`src/rtl/alu_sequencer_pkg.sv`:
```
// Shared constants for the ALU sequencer: opcodes, FSM state codes, instruction field positions.
package alu_seq_pkg;

  localparam int SEQ_DATA_W = 16;
  localparam int SEQ_REG_AW = 3;

  typedef logic [SEQ_DATA_W-1:0] word_t;

  // Codes 0000..0101 are forwarded to the ALU unchanged.
  localparam logic [3:0] OP_ADD = 4'b0000;
  localparam logic [3:0] OP_SUB = 4'b0001;
  localparam logic [3:0] OP_SLT = 4'b0010;
  localparam logic [3:0] OP_SLL = 4'b0011;
  localparam logic [3:0] OP_SLR = 4'b0100;
  localparam logic [3:0] OP_AND = 4'b0101;
  localparam logic [3:0] OP_MV  = 4'b0110;
  localparam logic [3:0] OP_MVI = 4'b0111;

  localparam logic [1:0] ST_T0 = 2'd0;
  localparam logic [1:0] ST_T1 = 2'd1;
  localparam logic [1:0] ST_T2 = 2'd2;
  localparam logic [1:0] ST_T3 = 2'd3;

  localparam int OP_HI = 15;
  localparam int OP_LO = 12;
  localparam int X_HI  = 11;
  localparam int X_LO  = 9;
  localparam int Y_HI  = 8;
  localparam int Y_LO  = 6;

  function automatic logic is_alu_op(input logic [3:0] op);
    return op <= OP_AND;
  endfunction

endpackage

```
`src/rtl/alu_sequencer_if.sv`:
```
// Bus between the sequencer and its environment (instruction source, external ALU, debug port).
interface alu_sequencer_if #(
  parameter int DATA_W = 16,
  parameter int REG_AW = 3
);
  logic              Run;
  logic [DATA_W-1:0] DIN;
  logic [DATA_W-1:0] alu_result;
  logic [DATA_W-1:0] alu_a;
  logic [DATA_W-1:0] alu_b;
  logic [3:0]        alu_op;
  logic              Done;
  logic              Busy;
  logic [REG_AW-1:0] dbg_sel;
  logic [DATA_W-1:0] dbg_data;

  modport master (
    output Run, DIN, alu_result, dbg_sel,
    input  alu_a, alu_b, alu_op, Done, Busy, dbg_data
  );

  modport slave (
    input  Run, DIN, alu_result, dbg_sel,
    output alu_a, alu_b, alu_op, Done, Busy, dbg_data
  );
endinterface

```
`src/rtl/alu_sequencer_regfile.sv`:
```
// 8x16 register file: one write port, combinational X/Y/debug reads, cleared by reset.
module seq_regfile
  import alu_seq_pkg::*;
#(
  parameter int DATA_W = SEQ_DATA_W,
  parameter int REG_AW = SEQ_REG_AW
) (
  input  logic              Clock,
  input  logic              Reset,
  input  logic              i_we,
  input  logic [REG_AW-1:0] i_waddr,
  input  logic [DATA_W-1:0] i_wdata,
  input  logic [REG_AW-1:0] i_xaddr,
  output logic [DATA_W-1:0] o_xdata,
  input  logic [REG_AW-1:0] i_yaddr,
  output logic [DATA_W-1:0] o_ydata,
  input  logic [REG_AW-1:0] i_dbg_addr,
  output logic [DATA_W-1:0] o_dbg_data
);
  localparam int NREG = 1 << REG_AW;

  logic [DATA_W-1:0] r_mem [NREG];

  always_ff @(posedge Clock or posedge Reset) begin
    if (Reset) begin
      for (int i = 0; i < NREG; i++) r_mem[i] <= '0;
    end else if (i_we) begin
      r_mem[i_waddr] <= i_wdata;
    end
  end

  assign o_xdata    = r_mem[i_xaddr];
  assign o_ydata    = r_mem[i_yaddr];
  assign o_dbg_data = r_mem[i_dbg_addr];
endmodule

```
`src/rtl/alu_sequencer.sv`:
```
// Multicycle fetch/execute controller feeding an external combinational ALU; result lands in G, then R[X].
module alu_sequencer
  import alu_seq_pkg::*;
#(
  parameter int DATA_W = SEQ_DATA_W,
  parameter int REG_AW = SEQ_REG_AW
) (
  input  logic          Clock,
  input  logic          Reset,
  alu_sequencer_if.slave bus
);
  logic [1:0]        r_state;
  logic [OP_HI:Y_LO] r_ir;   // IR[5:0] is never decoded, so it is not stored
  logic [DATA_W-1:0] r_a;
  logic [DATA_W-1:0] r_g;

  logic [3:0]        w_op;
  logic [REG_AW-1:0] w_x;
  logic [REG_AW-1:0] w_y;
  logic              w_alu_class;
  logic [DATA_W-1:0] w_xdata;
  logic [DATA_W-1:0] w_ydata;
  logic              w_we;
  logic [DATA_W-1:0] w_wdata;

  assign w_op        = r_ir[OP_HI:OP_LO];
  assign w_x         = r_ir[X_HI:X_LO];
  assign w_y         = r_ir[Y_HI:Y_LO];
  assign w_alu_class = is_alu_op(w_op);

  seq_regfile #(
    .DATA_W (DATA_W),
    .REG_AW (REG_AW)
  ) u_regfile (
    .Clock      (Clock),
    .Reset      (Reset),
    .i_we       (w_we),
    .i_waddr    (w_x),
    .i_wdata    (w_wdata),
    .i_xaddr    (w_x),
    .o_xdata    (w_xdata),
    .i_yaddr    (w_y),
    .o_ydata    (w_ydata),
    .i_dbg_addr (bus.dbg_sel),
    .o_dbg_data (bus.dbg_data)
  );

  always_ff @(posedge Clock or posedge Reset) begin
    if (Reset) begin
      r_state <= ST_T0;
      r_ir    <= '0;
      r_a     <= '0;
      r_g     <= '0;
    end else begin
      case (r_state)
        ST_T0: begin
          if (bus.Run) begin
            r_ir    <= bus.DIN[OP_HI:Y_LO];
            r_state <= ST_T1;
          end
        end
        ST_T1: begin
          // A is latched here so X==Y instructions see pre-write-back operands.
          if (w_alu_class) begin
            r_a     <= w_xdata;
            r_state <= ST_T2;
          end else begin
            r_state <= ST_T0;
          end
        end
        ST_T2: begin
          r_g     <= bus.alu_result;
          r_state <= ST_T3;
        end
        default: r_state <= ST_T0;
      endcase
    end
  end

  always_comb begin
    w_we    = 1'b0;
    w_wdata = '0;
    if (r_state == ST_T1 && w_op == OP_MV) begin
      w_we    = 1'b1;
      w_wdata = w_ydata;
    end else if (r_state == ST_T1 && w_op == OP_MVI) begin
      w_we    = 1'b1;
      w_wdata = bus.DIN;
    end else if (r_state == ST_T3) begin
      w_we    = 1'b1;
      w_wdata = r_g;
    end
  end

  assign bus.alu_a  = r_a;
  assign bus.alu_b  = w_ydata;
  assign bus.alu_op = w_alu_class ? w_op : 4'b0000;
  assign bus.Done   = (r_state == ST_T1 && !w_alu_class) || (r_state == ST_T3);
  assign bus.Busy   = (r_state != ST_T0);
endmodule

```
`src/flat_wrapper.sv`:
```
// flat-port wrapper written by rule: the top's interface ports become plain ports
module alu_sequencer_flat import alu_seq_pkg::*;
#(
  parameter int DATA_W = SEQ_DATA_W,
  parameter int REG_AW = SEQ_REG_AW
)
  (Clock, Reset, bus_Run, bus_DIN, bus_alu_result, bus_dbg_sel, bus_alu_a, bus_alu_b, bus_alu_op, bus_Done, bus_Busy, bus_dbg_data);
  alu_sequencer_if #(.DATA_W(DATA_W), .REG_AW(REG_AW)) bus_i ();
  input  logic Clock;
  input  logic Reset;
  input wire logic [$bits(bus_i.Run)-1:0] bus_Run;
  input wire logic [$bits(bus_i.DIN)-1:0] bus_DIN;
  input wire logic [$bits(bus_i.alu_result)-1:0] bus_alu_result;
  input wire logic [$bits(bus_i.dbg_sel)-1:0] bus_dbg_sel;
  output wire logic [$bits(bus_i.alu_a)-1:0] bus_alu_a;
  output wire logic [$bits(bus_i.alu_b)-1:0] bus_alu_b;
  output wire logic [$bits(bus_i.alu_op)-1:0] bus_alu_op;
  output wire logic [$bits(bus_i.Done)-1:0] bus_Done;
  output wire logic [$bits(bus_i.Busy)-1:0] bus_Busy;
  output wire logic [$bits(bus_i.dbg_data)-1:0] bus_dbg_data;
  assign bus_i.Run = bus_Run;
  assign bus_i.DIN = bus_DIN;
  assign bus_i.alu_result = bus_alu_result;
  assign bus_i.dbg_sel = bus_dbg_sel;
  assign bus_alu_a = bus_i.alu_a;
  assign bus_alu_b = bus_i.alu_b;
  assign bus_alu_op = bus_i.alu_op;
  assign bus_Done = bus_i.Done;
  assign bus_Busy = bus_i.Busy;
  assign bus_dbg_data = bus_i.dbg_data;
  alu_sequencer #(.DATA_W(DATA_W), .REG_AW(REG_AW)) u_core (.Clock(Clock), .Reset(Reset), .bus(bus_i));
endmodule
```
`config.mk`:
```
export PLATFORM = sky130hd
export DESIGN_NAME = alu_sequencer_flat
export DESIGN_NICKNAME = d
export VERILOG_FILES = /design/src/rtl/alu_sequencer_pkg.sv /design/src/rtl/alu_sequencer_if.sv /design/src/rtl/alu_sequencer_regfile.sv /design/src/rtl/alu_sequencer.sv /design/src/flat_wrapper.sv
export SDC_FILE = /design/constraint.sdc
export NUM_CORES = 1
export LEC_CHECK = 0
export CAP_MARGIN = 20
export CORE_UTILIZATION = 35
export DETAILED_ROUTE_END_ITERATION = 8
export PLACE_DENSITY = 0.56
export SYNTH_ARGS = -nofsm -noshare
export SYNTH_HDL_FRONTEND = slang
export SYNTH_SLANG_ARGS = --single-unit
export TNS_END_PERCENT = 100
```
`constraint.sdc`:
```
create_clock -name Clock -period 7.3 [get_ports Clock]
set_clock_uncertainty 0.05 [all_clocks]
set_input_delay 0.73 -clock Clock [delete_from_list [all_inputs] [get_ports Clock]]
set_output_delay 0.73 -clock Clock [all_outputs]
set_load 0.05 [all_outputs]
```
==> impl_metrics.json <==
{
  "finalCritPeriodShare": 0.534,
  "cp_max_fo": 9,
  "hold_ws_ns": 0.425,
  "p_leak_nw": 4.82,
  "switching_share": 0.469,
  "synth-seq-area-share": 0.430,
  "cts_tree": "built",
  "fp.dieW_um": 171,
  "setup_tns_ns": 0,
  "cts_max_path_buffers": 2,
  "areaGrowthSynthToFinish_pct": 19.0,
  "pwr_density_cell_mw_per_mm2": 545,
  "drive_gt1_frac": 0.209,
  "nets": 965,
  "die_h_um": 171,
  "grt_max_degree": 70,
  "synth_fp_nets": 913,
  "critPathLaunchType": "flip-flop",
  "grt_pass1_vias": 7341,
  "p_int_mw": 3.45,
  "combinationalPowerShare": 0.557,
  "clock_latency_ns": 0.44,
  "dpl_cell_area_sq_mm": 0.0112,
  "layout_commonest_cell": "dfrtp_1",
  "maxCapViolCount": 0,
  "top_layer": "met4",
  "power_mw": 6.50,
  "dieArea_sq_mm": 0.0293,
  "ios": 92,
  "vias": 7469,
  "drv_slew": 0,
  "slew_headroom": 0.284,
  "antenna_found_initial": 0,
  "crit_required_ns": 6.52,
  "crit_type": "reg2out",
  "hold_viol": 0,
  "postCtsSetupBuffers": 0,
  "drt_iter0_markers": 670,
  "synth_top_area_share": 0.430,
  "rsz0062_at_grt": "false",
  "drtAntennaViolNets": 0,
  "diodes": 0,
  "clock_sinks": 172,
  "period_needed_ns": 3.90,
  "endpoint_kind": "primary output",
  "final_cell_mix": "dfrtp_1 (170), nand2_1 (144), o31ai_1 (128), clkdlybuf4s50_1 (88), mux2i_1 (80)",
  "finalInstanceArea_sq_mm": 0.0119,
  "synth_cell_types": 33,
  "seqPwrFrac": 0.289,
  "numCtsBuffers": 17,
  "core-area_sq_mm": 0.0279,
  "grt_pass1_wl_mm": 45.1,
  "drt_wl_total_mm": 29.3,
  "wl_per_cell_um": 22.2,
  "synth_area_sq_mm": 0.0100,
  "initial_core_util": 0.359,
  "cp.arrival_ns": 3.12,
  "fmax_mhz": 256,
  "post-dp-hpwl_mm": 18.4,
  "wl_met2_mm": 14.5,
  "ir_drop_uv": 206,
  "worst_pin_slew_ns": 1.07,
  "fin_cells": 1318,
  "wl_met1_mm": 13.0,
  "status": "completed",
  "rows": 61,
  "root_buffer": "clkbuf_16",
  "fillers": 2674,
  "syn_inst": 875,
  "via_per_inst": 5.67,
  "dr.pass1.iters": 5,
  "ys_top_cells_by_area": "dfrtp_1 (43%), mux4_2 (14%), o31ai_1 (9.6%)",
  "yosysTopAreaCell": "dfrtp_1",
  "grt_use_total": 0.208,
  "switching_power_mw": 3.05,
  "numPortBuffers": 90,
  "setup_viol": 0,
  "wl_met3_mm": 1.35,
  "postCtsHoldBufs": 0,
  "synth-seq-cells": 172,
  "ys.warnings.count": 0,
  "clkTransAtPathRegs_ns": 0.07,
  "avgSynthCellArea_sq_um": 11.5,
  "overflow": 0,
  "clkPwrFrac": 0.154,
  "placed_cells": 1284,
  "cts-htree-levels": 4,
  "hold_path.class": "reg2reg",
  "gp_congestion": 0.799,
  "ctsResizeCount": 0,
  "drc_errors": 0
}
cell families (layout without fill, tap and decap cells):
kind of cell,after synthesis,in the layout,synth area share
flip-flops,172,172,0.430
multiplexers,186,186,0.271
buffers and inverters,82,147,0.0358
AO/OA/AOI/OAI,234,234,0.177
AND/OR/NAND/NOR,200,200,0.0867
other,1,1,0.000374
worst max-delay path, cell delays in order (launching register included):
cell and delay, ns:
dfrtp_1 0.42, nor2b_1 0.79, buf_4 0.37, a22oi_1 0.16, and2_1 0.23, clkdlybuf4s50_1 0.70
worst paths after layout:
path,from,to,slack [ns],cells past startpoint
max in group asynchronous,Reset,u_core.r_ir[6],5.06,3
worst min-delay path,u_core.bus.alu_a[0],u_core.bus.alu_a[0],0.42,2
worst min register to register,u_core.bus.alu_a[0],u_core.bus.alu_a[0],0.42,2
worst max register to register,u_core.r_state[0],u_core.u_regfile.r_mem[90],4.36,5
min in group asynchronous,Reset,u_core.u_regfile.r_mem[8],0.69,2
worst max-delay path,u_core.r_ir[8],bus_alu_b[15],3.40,5
synthesized netlist by cell type (all sizes together):
cell     instances
clkbuf          53
and2            19
or3b             1
a21oi           33
nand3           17
nand2b           1
inv              3
a22oi           32
conb             1
mux4            64
mux2i           80
and4             2
nor2b            5
a21boi           1
mux2            42
nor2             6
nand3b           1
nor3b            2
and3b            1
o211ai           3
o21ai           33
o2111ai          4
o31ai          128
buf             26
dfrtp          172
nand2          144
or2              1
layer usage:
layer / GRT usage / vias up
met5: 0 / -
met4: 0.0609 / 0
met3: 0.0361 / 34
li1: - / 3442
met1: 0.284 / 3800
met2: 0.339 / 193
flip-flops by register name, summed over array words and instances (netlist names):
register and flops:
u_core.r_g 16, u_core.r_state 2, u_core.r_ir 10, u_core.u_regfile.r_mem 128, u_core.bus.alu_a 16
metrics by stage:
step	utilization	worst slack, ns
after global placement	0.402	3.53
after detailed placement	0.402	3.47
after floorplan	-	1.86
after CTS	0.425	3.26
after global routing	0.427	3.31
final	0.427	3.40
cell type report:
class | instances | area [sq um] | share of cell area
inverters | 3 | 16.3 | 0.00136
clock buffers | 18 | 439 | 0.0368
clock inverters | 14 | 206 | 0.0173
well taps | 378 | 473 | 0.0397
multi-input cells | 621 | 5390 | 0.452
repair buffers | 112 | 1090 | 0.0917
flip-flops and latches | 172 | 4310 | 0.361
power groups by stage:
stage | Combinational, mW | Sequential [mW] | Clock [mW]
finish | 3.62 | 1.88 | 1.00
global route | 3.88 | 1.95 | 1.05
CTS | 3.55 | 1.93 | 1.02
detailed placement | 3.54 | 1.95 | 0
global placement | 3.51 | 1.94 | 0
floorplan | 2.55 | 1.83 | 0
No activity file was read; power rests on OpenSTA's default activity.
